`config.mk`:
```
export PLATFORM = sky130hd
export DESIGN_NAME = cache_cmd_dispatcher
export DESIGN_NICKNAME = d
export VERILOG_FILES = /design/src/rtl/cache_pkg.sv /design/src/rtl/cmd_fifo.sv /design/src/rtl/cache_cmd_dispatcher.sv
export SDC_FILE = /design/constraint.sdc
export NUM_CORES = 1
export LEC_CHECK = 0
export ABC_AREA = 0
export BUFFER_PORTS_ARGS = -buffer_cell sky130_fd_sc_hd__buf_2
export CELL_PAD_IN_SITES_DETAIL_PLACEMENT = 1
export CELL_PAD_IN_SITES_GLOBAL_PLACEMENT = 1
export CORE_MARGIN = 2
export CORE_UTILIZATION = 44
export CTS_CLUSTER_SIZE = 14
export DETAILED_ROUTE_END_ITERATION = 7
export PLACE_DENSITY_LB_ADDON = 0.25
export SLEW_MARGIN = 20
export SYNTH_ARGS = -nofsm -noshare
export SYNTH_HDL_FRONTEND = slang
export SYNTH_SLANG_ARGS = --single-unit
```
`constraint.sdc`:
```
create_clock -name clk -period 3.2 [get_ports clk]
set_input_delay 0.32 -clock clk [delete_from_list [all_inputs] [get_ports clk]]
set_output_delay 0.32 -clock clk [all_outputs]
set_load 0.05 [all_outputs]
```
`src/rtl/cache_pkg.sv`:
```
// -----------------------------------------------------------------------------
// cache_pkg
// Shared definitions for the trace-to-cache dispatcher:
//   - trace command codes as produced by the trace-file reader (4 bits wide)
//   - cache_op_t, the operation encoding presented to the L3 cache model
//   - decode_trace(): maps a raw trace code to {legal, cache_op_t}
// -----------------------------------------------------------------------------
package cache_pkg;

   localparam int TRACE_W = 4;

   localparam logic [TRACE_W-1:0] TR_CPU_READ_DATA  = 4'd0;
   localparam logic [TRACE_W-1:0] TR_CPU_WRITE      = 4'd1;
   localparam logic [TRACE_W-1:0] TR_CPU_READ_INSTR = 4'd2;
   localparam logic [TRACE_W-1:0] TR_SNP_INV        = 4'd3;
   localparam logic [TRACE_W-1:0] TR_SNP_READ       = 4'd4;
   localparam logic [TRACE_W-1:0] TR_SNP_WRITE      = 4'd5;
   localparam logic [TRACE_W-1:0] TR_SNP_RWIM       = 4'd6;
   localparam logic [TRACE_W-1:0] TR_CLEAR          = 4'd8;
   localparam logic [TRACE_W-1:0] TR_PRINT          = 4'd9;

   typedef enum logic [2:0] {
      OP_READ      = 3'd0,
      OP_WRITE     = 3'd1,
      OP_SNP_INV   = 3'd2,
      OP_SNP_READ  = 3'd3,
      OP_SNP_WRITE = 3'd4,
      OP_SNP_RWIM  = 3'd5,
      OP_PRINT     = 3'd6,
      OP_CLEAR     = 3'd7
   } cache_op_t;

   typedef struct packed {
      logic      legal;
      cache_op_t op;
   } trace_dec_t;

   function automatic trace_dec_t decode_trace(input logic [TRACE_W-1:0] code);
      trace_dec_t d;
      d.legal = 1'b1;
      d.op    = OP_READ;
      case (code)
         TR_CPU_READ_DATA,
         TR_CPU_READ_INSTR: d.op = OP_READ;
         TR_CPU_WRITE:      d.op = OP_WRITE;
         TR_SNP_INV:        d.op = OP_SNP_INV;
         TR_SNP_READ:       d.op = OP_SNP_READ;
         TR_SNP_WRITE:      d.op = OP_SNP_WRITE;
         TR_SNP_RWIM:       d.op = OP_SNP_RWIM;
         TR_CLEAR:          d.op = OP_CLEAR;
         TR_PRINT:          d.op = OP_PRINT;
         default:           d.legal = 1'b0;
      endcase
      return d;
   endfunction

endpackage

```
`src/rtl/cmd_fifo.sv`:
```
// -----------------------------------------------------------------------------
// cmd_fifo
// Synchronous FIFO holding decoded cache commands, DEPTH x WIDTH bits.
// Read data is the current head entry (first-word fall-through).
// Ports:
//   clk, rst_n        clock, synchronous active-low reset (pointers only)
//   push_i, wdata_i   write request and data; ignored when full
//   pop_i             remove head entry; ignored when empty
//   rdata_o           head entry
//   full_o, empty_o   occupancy flags
// -----------------------------------------------------------------------------
module cmd_fifo #(
   parameter int WIDTH = 35,
   parameter int DEPTH = 4
) (
   input  logic             clk,
   input  logic             rst_n,
   input  logic             push_i,
   input  logic [WIDTH-1:0] wdata_i,
   input  logic             pop_i,
   output logic [WIDTH-1:0] rdata_o,
   output logic             full_o,
   output logic             empty_o
);

   localparam int AW = $clog2(DEPTH);
   localparam logic [AW:0] PTR_ONE = {{AW{1'b0}}, 1'b1};

   logic [WIDTH-1:0] mem_q [DEPTH];
   // Pointers carry one extra wrap bit to tell full from empty.
   logic [AW:0] wr_ptr_q, rd_ptr_q;

   always_ff @(posedge clk) begin
      if (!rst_n) begin
         wr_ptr_q <= '0;
         rd_ptr_q <= '0;
      end else begin
         if (push_i && !full_o)  wr_ptr_q <= wr_ptr_q + PTR_ONE;
         if (pop_i && !empty_o)  rd_ptr_q <= rd_ptr_q + PTR_ONE;
      end
   end

   always_ff @(posedge clk) begin
      if (push_i && !full_o) mem_q[wr_ptr_q[AW-1:0]] <= wdata_i;
   end

   assign rdata_o = mem_q[rd_ptr_q[AW-1:0]];
   assign empty_o = (wr_ptr_q == rd_ptr_q);
   assign full_o  = (wr_ptr_q[AW] != rd_ptr_q[AW]) &&
                    (wr_ptr_q[AW-1:0] == rd_ptr_q[AW-1:0]);

endmodule

```
`src/rtl/cache_cmd_dispatcher.sv`:
```
// -----------------------------------------------------------------------------
// cache_cmd_dispatcher
// Accepts raw trace commands, queues the legal ones, issues them one at a time
// to the L3 cache model over a req/ack handshake and keeps per-class counters.
// On end-of-trace it waits for the queue and the cache to drain and pulses
// stats_valid.
// Ports:
//   clk, rst_n                 clock, synchronous active-low reset
//   in_valid/in_ready          trace command handshake
//   in_cmd, in_addr            raw trace code and address
//   eof                        end of trace (level or pulse, rising edge used)
//   c_req/c_ack                cache operation handshake
//   c_op, c_addr               operation (cache_op_t) and address
//   c_hit                      hit/miss, meaningful with c_req && c_ack
//   rd_cnt .. drop_cnt         statistics counters
//   stats_valid                one-cycle pulse once the trace has drained
//   busy                       queue non-empty or request outstanding
// Build option: SAT_COUNT_EN makes counters saturate instead of wrapping.
// -----------------------------------------------------------------------------
module cache_cmd_dispatcher
   import cache_pkg::*;
#(
   parameter int ADR_BITS = 32,
   parameter int QDEPTH   = 4,
   parameter int CNT_W    = 32
) (
   input  logic                clk,
   input  logic                rst_n,
   input  logic                in_valid,
   output logic                in_ready,
   input  logic [3:0]          in_cmd,
   input  logic [ADR_BITS-1:0] in_addr,
   input  logic                eof,
   output logic                c_req,
   output logic [2:0]          c_op,
   output logic [ADR_BITS-1:0] c_addr,
   input  logic                c_ack,
   input  logic                c_hit,
   output logic [CNT_W-1:0]    rd_cnt,
   output logic [CNT_W-1:0]    wr_cnt,
   output logic [CNT_W-1:0]    hit_cnt,
   output logic [CNT_W-1:0]    miss_cnt,
   output logic [CNT_W-1:0]    snoop_cnt,
   output logic [CNT_W-1:0]    drop_cnt,
   output logic                stats_valid,
   output logic                busy
);

   localparam int EW = 3 + ADR_BITS;
   localparam logic [CNT_W-1:0] CNT_ONE = {{(CNT_W-1){1'b0}}, 1'b1};

   typedef enum logic {ST_IDLE, ST_ISSUE} state_t;

   function automatic logic [CNT_W-1:0] cnt_inc(input logic [CNT_W-1:0] v);
`ifdef SAT_COUNT_EN
      return (&v) ? v : v + CNT_ONE;
`else
      return v + CNT_ONE;
`endif
   endfunction

   state_t              state_q, state_d;
   cache_op_t           c_op_q, c_op_d;
   logic [ADR_BITS-1:0] c_addr_q, c_addr_d;
   logic                eof_pend_q, eof_pend_d;
   logic                eof_prev_q;
   logic [CNT_W-1:0]    rd_q, rd_d, wr_q, wr_d, hit_q, hit_d;
   logic [CNT_W-1:0]    miss_q, miss_d, snp_q, snp_d, drop_q, drop_d;

   trace_dec_t          dec;
   logic                accept, push, drop, pop, ack, stats_fire;
   logic                fifo_full, fifo_empty;
   logic [EW-1:0]       fifo_rdata;
   cache_op_t           head_op;
   logic [ADR_BITS-1:0] head_addr;

   // Accept / decode
   assign dec      = decode_trace(in_cmd);
   assign in_ready = !fifo_full && !eof_pend_q;
   assign accept   = in_valid && in_ready;
   assign push     = accept && dec.legal;
   assign drop     = accept && !dec.legal;

   cmd_fifo #(
      .WIDTH (EW),
      .DEPTH (QDEPTH)
   ) u_fifo (
      .clk     (clk),
      .rst_n   (rst_n),
      .push_i  (push),
      .wdata_i ({dec.op, in_addr}),
      .pop_i   (pop),
      .rdata_o (fifo_rdata),
      .full_o  (fifo_full),
      .empty_o (fifo_empty)
   );

   assign head_op   = cache_op_t'(fifo_rdata[EW-1:ADR_BITS]);
   assign head_addr = fifo_rdata[ADR_BITS-1:0];

   // Issue FSM
   assign ack = (state_q == ST_ISSUE) && c_ack;

   always_comb begin
      state_d  = state_q;
      c_op_d   = c_op_q;
      c_addr_d = c_addr_q;
      pop      = 1'b0;
      case (state_q)
         ST_IDLE: begin
            if (!fifo_empty) begin
               pop      = 1'b1;
               c_op_d   = head_op;
               c_addr_d = head_addr;
               state_d  = ST_ISSUE;
            end
         end
         ST_ISSUE: begin
            if (c_ack) begin
               // Chain straight into the next entry so c_req never drops
               // while work is queued.
               if (!fifo_empty) begin
                  pop      = 1'b1;
                  c_op_d   = head_op;
                  c_addr_d = head_addr;
               end else begin
                  state_d = ST_IDLE;
               end
            end
         end
         default: state_d = ST_IDLE;
      endcase
   end

   // End-of-trace tracking
   assign stats_fire = eof_pend_q && fifo_empty && (state_q == ST_IDLE);

   always_comb begin
      eof_pend_d = eof_pend_q;
      if (stats_fire)
         eof_pend_d = 1'b0;
      else if (eof && !eof_prev_q)
         eof_pend_d = 1'b1;
   end

   // Statistics
   always_comb begin
      rd_d   = rd_q;
      wr_d   = wr_q;
      hit_d  = hit_q;
      miss_d = miss_q;
      snp_d  = snp_q;
      drop_d = drop_q;
      if (drop) drop_d = cnt_inc(drop_q);
      if (ack) begin
         case (c_op_q)
            OP_READ, OP_WRITE: begin
               if (c_op_q == OP_READ) rd_d = cnt_inc(rd_q);
               else                   wr_d = cnt_inc(wr_q);
               if (c_hit) hit_d  = cnt_inc(hit_q);
               else       miss_d = cnt_inc(miss_q);
            end
            OP_SNP_INV, OP_SNP_READ, OP_SNP_WRITE, OP_SNP_RWIM:
               snp_d = cnt_inc(snp_q);
            OP_CLEAR: begin
               // Placed after the drop update so a same-edge drop is lost.
               rd_d   = '0;
               wr_d   = '0;
               hit_d  = '0;
               miss_d = '0;
               snp_d  = '0;
               drop_d = '0;
            end
            default: ;
         endcase
      end
   end

   always_ff @(posedge clk) begin
      if (!rst_n) begin
         state_q    <= ST_IDLE;
         c_op_q     <= OP_READ;
         c_addr_q   <= '0;
         eof_pend_q <= 1'b0;
         eof_prev_q <= 1'b0;
         rd_q       <= '0;
         wr_q       <= '0;
         hit_q      <= '0;
         miss_q     <= '0;
         snp_q      <= '0;
         drop_q     <= '0;
      end else begin
         state_q    <= state_d;
         c_op_q     <= c_op_d;
         c_addr_q   <= c_addr_d;
         eof_pend_q <= eof_pend_d;
         eof_prev_q <= eof;
         rd_q       <= rd_d;
         wr_q       <= wr_d;
         hit_q      <= hit_d;
         miss_q     <= miss_d;
         snp_q      <= snp_d;
         drop_q     <= drop_d;
      end
   end

   assign c_req       = (state_q == ST_ISSUE);
   assign c_op        = c_op_q;
   assign c_addr      = c_addr_q;
   assign rd_cnt      = rd_q;
   assign wr_cnt      = wr_q;
   assign hit_cnt     = hit_q;
   assign miss_cnt    = miss_q;
   assign snoop_cnt   = snp_q;
   assign drop_cnt    = drop_q;
   assign stats_valid = stats_fire;
   assign busy        = !fifo_empty || c_req;

endmodule
```
Word level (Yosys, flattened, before mapping)
Memories as Yosys holds them, arrays and structs flattened. A register that Yosys moved wholly into a read port is not among the register bits.
Cells that the tools add are included.

storage, ports and cells
  bits in registers = 236
  memory bits (writable) = 140
  bits of input ports = 42
  output and inout bits = 231
  memories = 1

memory list
  memory        depth  width  rd ports  clocked after memory_dff  write ports  line            text
  u_fifo.mem_q  4      35     1         1                         1            cmd_fifo.sv:29  logic [WIDTH-1:0] mem_q [DEPTH];

operators by class
  $add $sub $neg = 8
  eq/ne operators = 22
  multiplexer cells = 29
  bitwise gates (word level) = 2
  reduce and logical (&&, ||, !) cells = 30

operators with widths
  cell                                                                    number
  32-bit one-hot mux with 2 select lines                                  6
  32-bit 2-to-1 mux                                                       9
  32-bit by 1-bit adder with 32-bit output (second input constant)        6
  3-bit one-hot mux with 7 select lines                                   1
  4-bit by 3-bit equality test with 1-bit output (second input constant)  3
  3-bit AND reduction                                                     4
  1-bit logical AND                                                       11
  2-bit inequality test (second input constant)                           5
  3-bit equality test (second input constant)                             3
  9-bit OR reduction                                                      1
  4-bit by 2-bit equality test with 1-bit output (second input constant)  2
  4-bit equality test (second input constant)                             2
  3-bit by 1-bit adder with 3-bit output (second input constant)          2
  3-bit by 2-bit equality test with 1-bit output (second input constant)  2
  1-bit 2-to-1 mux                                                        6
  3-bit 2-to-1 mux                                                        2
  3-bit one-hot mux with 2 select lines                                   1
  1-bit zero test                                                         5
  4-bit by 1-bit equality test with 1-bit output (second input constant)  1
  4-bit zero test                                                         1
  2-bit 2-to-1 mux                                                        2
  1-bit one-hot mux with 2 select lines                                   2
  2-bit nonzero test                                                      2
  2-bit OR reduction                                                      2
  9 further kinds                                                         10

Longest topological paths before layout
  depth in word-level cells = 9
  gate-level depth with buffers = 10
  gate-level depth less buffers = 7

By module
From an unflattened synthesis, not the netlist that was laid out.

unflattened totals
  cells, all modules = 1536
  area total of the unflattened synthesis = 16289.4 µm²

by module, submodules not included
  module                times used  cells each  area each (µm²)  seq. area each (µm²)
  cache_cmd_dispatcher  1           1285        10684.0          4604.4
  cmd_fifo              1           251         5605.4           4364.2

Least setup slack after synthesis
Ideal clock, no wire load.

  kind = register -> register
  start = register c_op_q[2] (netlist: c_op[2])
  end = register miss_q[31] (netlist: miss_cnt[31])
  setup time = 71 ps
  arrival = 2719 ps
  data required time = 3129 ps
  setup slack = 410 ps
  cell stages (with the launch flop) = 10
  period minus slack after synthesis = 2790 ps
  cell sequence = dfxtp_1 buf_2 inv_1 ha_1 and2_1 clkbuf_1 nor4_2 nand4_1 or4b_1 a21oi_1

on the way
  word-level cells in the longest chain between the ends = 4
  elaborated cells on any way between the ends = 8
  those cells by class = eq/ne: 3; mux: 1; reduce/logical: 4

ends and longest elaborated chain
  element                                                                                   line                         text
  start, declared                                                                           cache_cmd_dispatcher.sv:63   cache_op_t c_op_q, c_op_d;
  start signal, assigned                                                                    cache_cmd_dispatcher.sv:194  c_op_q <= c_op_d;
  3-bit by 1-bit equality test with 1-bit output / 3-bit zero test (equally long branches)  cache_cmd_dispatcher.sv:156  case (c_op_q)
  2-bit OR reduction                                                                        cache_cmd_dispatcher.sv:156
  2-bit inequality test (no line) / 2-bit nonzero test (equally long branches)              n/a
  3-bit AND reduction (no line)                                                             n/a
  end signal, assigned                                                                      cache_cmd_dispatcher.sv:201  miss_q <= miss_d;
  end, declared                                                                             cache_cmd_dispatcher.sv:68   logic [CNT_W-1:0] miss_q, miss_d, snp_q, snp_d, drop_q, drop_d;

Several ways; a longest one is shown, not always the timed one.
A chain may end at the register's enable or synchronous reset.

Worst setup path after layout
  start = register u_fifo.wr_ptr_q[1]
  end = output port stats_valid

on the way
  word-level cells in the longest chain between the ends = 3

ends and longest elaborated chain
  element                          line                         text
  start, declared                  cmd_fifo.sv:31               logic [AW:0] wr_ptr_q, rd_ptr_q;
  start signal, assigned           cmd_fifo.sv:38               if (push_i && !full_o) wr_ptr_q <= wr_ptr_q + PTR_ONE;
  3-bit equality test              cmd_fifo.sv:48               assign empty_o = (wr_ptr_q == rd_ptr_q);
  1-bit logical AND (2 in series)  cache_cmd_dispatcher.sv:136  assign stats_fire = eof_pend_q && fifo_empty && (state_q == ST_IDLE);
  end, declared                    cache_cmd_dispatcher.sv:45   output logic stats_valid,

No other way between the ends.

==> flow_summary_export.csv <==
group,metric,value,unit
run_status,status,"completed",
place,gp_congestion,0.817,
timing,setup_violations,0,
worst_setup_path,path_buf_inv,1,
timing,hold_violations,0,
die,die_h,195,um
pwr,ir_worst_vdd,0.556,mV
synth,synth_edf_count,140,
worst_setup_path,worstSetupPathType,"flop to output pin",
routing,drtIter0Drc,519,
clock_tree,cts_made_buffers,42,
cells_and_area,final_util,55.6,%
worst_setup_path,r2r_end,"rd_cnt[31]$_SDFFE_PN0P_",
cells_and_area,final_common_cell,"buf_2",
clock_tree,clk_latency,0.58,ns
place,numPortBuffers,272,
worst_setup_path,crit_family,"XOR/XNOR gates",
timing,slew_headroom,41.3,%
clock_tree,clockBufferDepth,3,
cells_and_area,area_growth,24.1,%
global_routing,grt_pass1_wl,74400,um
worst_setup_path,worstSetupPathDepth,4,
pwr,p_total,13.4,mW
synth,syn_area,16000,sq um
worst_setup_path,crit_slowest_cell,"xnor2_1",
clock_tree,cts-hold-fix-buffers,33,
timing,setup_tns,0,ns
worst_setup_path,worstSetupEndpoint,"stats_valid",
clock_tree,cts_root_buf,"clkbuf_16",
routing,vias_per_cell,5.61,
pwr,p_leak,7.52,nW
worst_setup_path,crit_start,"u_fifo.wr_ptr_q[1]$_SDFFE_PN0N_",
place,dpl.cell_count,2212,
worst_setup_path,setup.worst_path.end_class,"output pin",
cells_and_area,drive_above_1_share,23.7,%
cells_and_area,final_cell_mix,"272 x buf_2, 237 x dfxtp_1, 163 x nand2_1",
synth,synth.avg_cell_area,10.6,sq um
worst_setup_path,crit_fanout,6,
worst_setup_path,cp.required,2.88,ns
synth,synth_ff_type,"dfxtp_1",
cells_and_area,finalNetCount,1883,
routing,drcViolationCount,0,
worst_setup_path,arrival,2.39,ns
synth,syn_nets,1568,
synth,ys_seq_elements,378,
timing,rsz0062_at_grt,"no",
worst_setup_path,critPathLaunchType,"flop",
global_routing,gr-total-overflow,0,
synth,synth_seq_area_share,56.1,%
die,initial_utilization,44.8,%
synth,ys_warn_count,0,
global_routing,antenna_found_initial,2,
timing,layout_setup_ws,0.487,ns
worst_setup_path,r2r_slack,0.54,ns
job,drv_cap,0,
place,dpl.hpwl,31200,um
timing,fin_crit,2.71,ns
routing,ant_nets,0,
cells_and_area,multiInputGateArea,6710,sq um
routing,totalWireLength,47000,um
routing,route.vias.total,13000,
cells_and_area,seq_area,8970,sq um
timing,finClkSkew,0.0254,ns
timing,drv_slew,0,
timing,worst_hold_slack,0.172,ns
worst_setup_path,critical_path.cell_chain,"xnor2_1, nand4_1, nor2_1, buf_2",
clock_tree,cts_tree,"yes",
worst_setup_path,r2r_cells,7,
cells_and_area,fin_cells,2323,
timing,max_slew.worst_pin.slew,0.873,ns
clock_tree,cts.sinks,378,
cells_and_area,fillers,3946,
global_routing,grt_max_degree,39,
timing,fin_crit_sh,84.8,%
cells_and_area,final_cell_area,19800,sq um
global_routing,grt_pass1_vias,13400,
clock_tree,postCtsResizedCells,0,
die,core-area,35700,sq um
timing,max_freq,369,MHz
place,dpl_worst_slack,0.542,ns
routing,dr.pass1.iters,5,
die,die_x,195,um
synth,synth.distinct_cells,62,
synth,synthCells,1514,
worst_setup_path,r2r_start,"c_op[2]$_SDFFE_PN0P_",
die,io_pins,273,
min_path,hold_class,"input port to flop",
worst_setup_path,slowest_delay,0.61,ns
die,dieArea,37800,sq um
clock_tree,cts_htree_levels,2,
global_routing,track_usage,24.6,%
die,std_cell_rows,69,
clock_tree,cts.clk_slew.worst_paths,0.06,ns
place,dpl_cell_area,18000,sq um
synth,async_reset_ff_share,0,%
clock_tree,cts_setup_buffers,0,
routing,post_drt_wl_per_cell,20.2,um
pwr,p_per_area,676,nW/um^2
cell usage after synthesis (all sizes together), types with 35 or more instances:
master	count	area share (%)
xnor2	41	2.2
edfxtp	140	26
nand3	76	2.4
mux4	35	4.9
o21ai	49	1.5
nand4	82	3.3
or3	42	1.6
dfxtp	238	30
clkbuf	41	0.97
nand2	164	3.9
xor2	87	4.8
a21oi	104	3.3
nor2	156	3.7
per-layer routing:
metal / wire [um] / vias to the layer above / global-route usage [%] / part of all wire [%]
met5: 13 / - / 0 / 0.028
met4: 1460 / 2 / 9.54 / 3.1
met3: 2280 / 82 / 3.75 / 4.9
met2: 23200 / 362 / 42.5 / 49
met1: 20000 / 6457 / 31.2 / 43
li1: - / 6135 / - / -
where the power goes:
group | internal (mW) | switching [mW]
combinational | 0.836 | 1.99
sequential | 5.26 | 0.198
clock | 3.10 | 2.02
state kept, by name, summed over array words and instances (netlist names), 32 cells and up, named ones only:
register,flops
drop_cnt,32
miss_cnt,32
c_addr,32
snoop_cnt,32
wr_cnt,32
rd_cnt,32
u_fifo.mem_q,140
hit_cnt,32
cells by family (layout without fill, tap and decap cells):
logic type      count (synthesis)  after routing  synth area share (%)
compound gates                189            189                  6.71
xor+xnor                      128            128                  7.02
fa+ha+maj                      12             12                 0.940
buf+inv                        90            437                  2.23
flops                         378            378                  56.1
mux                            41             41                  5.31
other cells                     0              1                     0
simple gates                  676            676                  21.6
tightest hold or removal path, cell delays in order:
cell,delay [ns]
buf_2,0.21
nand2_1,0.10
o21ai_0,0.06
cell type report:
class,instances,area share [%]
multi-input combinational,1046,33.9
inverter,25,0.473
clock inverter,9,0.751
antenna,1,0.0126
timing repair buffer,336,10.1
sequential,378,45.2
tap,461,2.91
clock buffer,67,6.70
worst min path at each step:
stage | start | endpoint | slack (ns) | depth (start not counted)
floorplan | in_addr[0] | u_fifo.mem_q[0][0]$_DFFE_PP_ | 0.42 | 0
global placement | c_addr[13]$_SDFFE_PN0P_ | c_addr[13]$_SDFFE_PN0P_ | 0.44 | 2
detailed placement | c_addr[9]$_SDFFE_PN0P_ | c_addr[9]$_SDFFE_PN0P_ | 0.45 | 2
CTS | rst_n | u_fifo.wr_ptr_q[2]$_SDFFE_PN0N_ | 0.14 | 3
global route | rst_n | eof_prev_q$_SDFF_PN0_ | 0.19 | 2
finish | rst_n | u_fifo.wr_ptr_q[2]$_SDFFE_PN0N_ | 0.17 | 3
No activity file was read; power rests on OpenSTA's default activity.
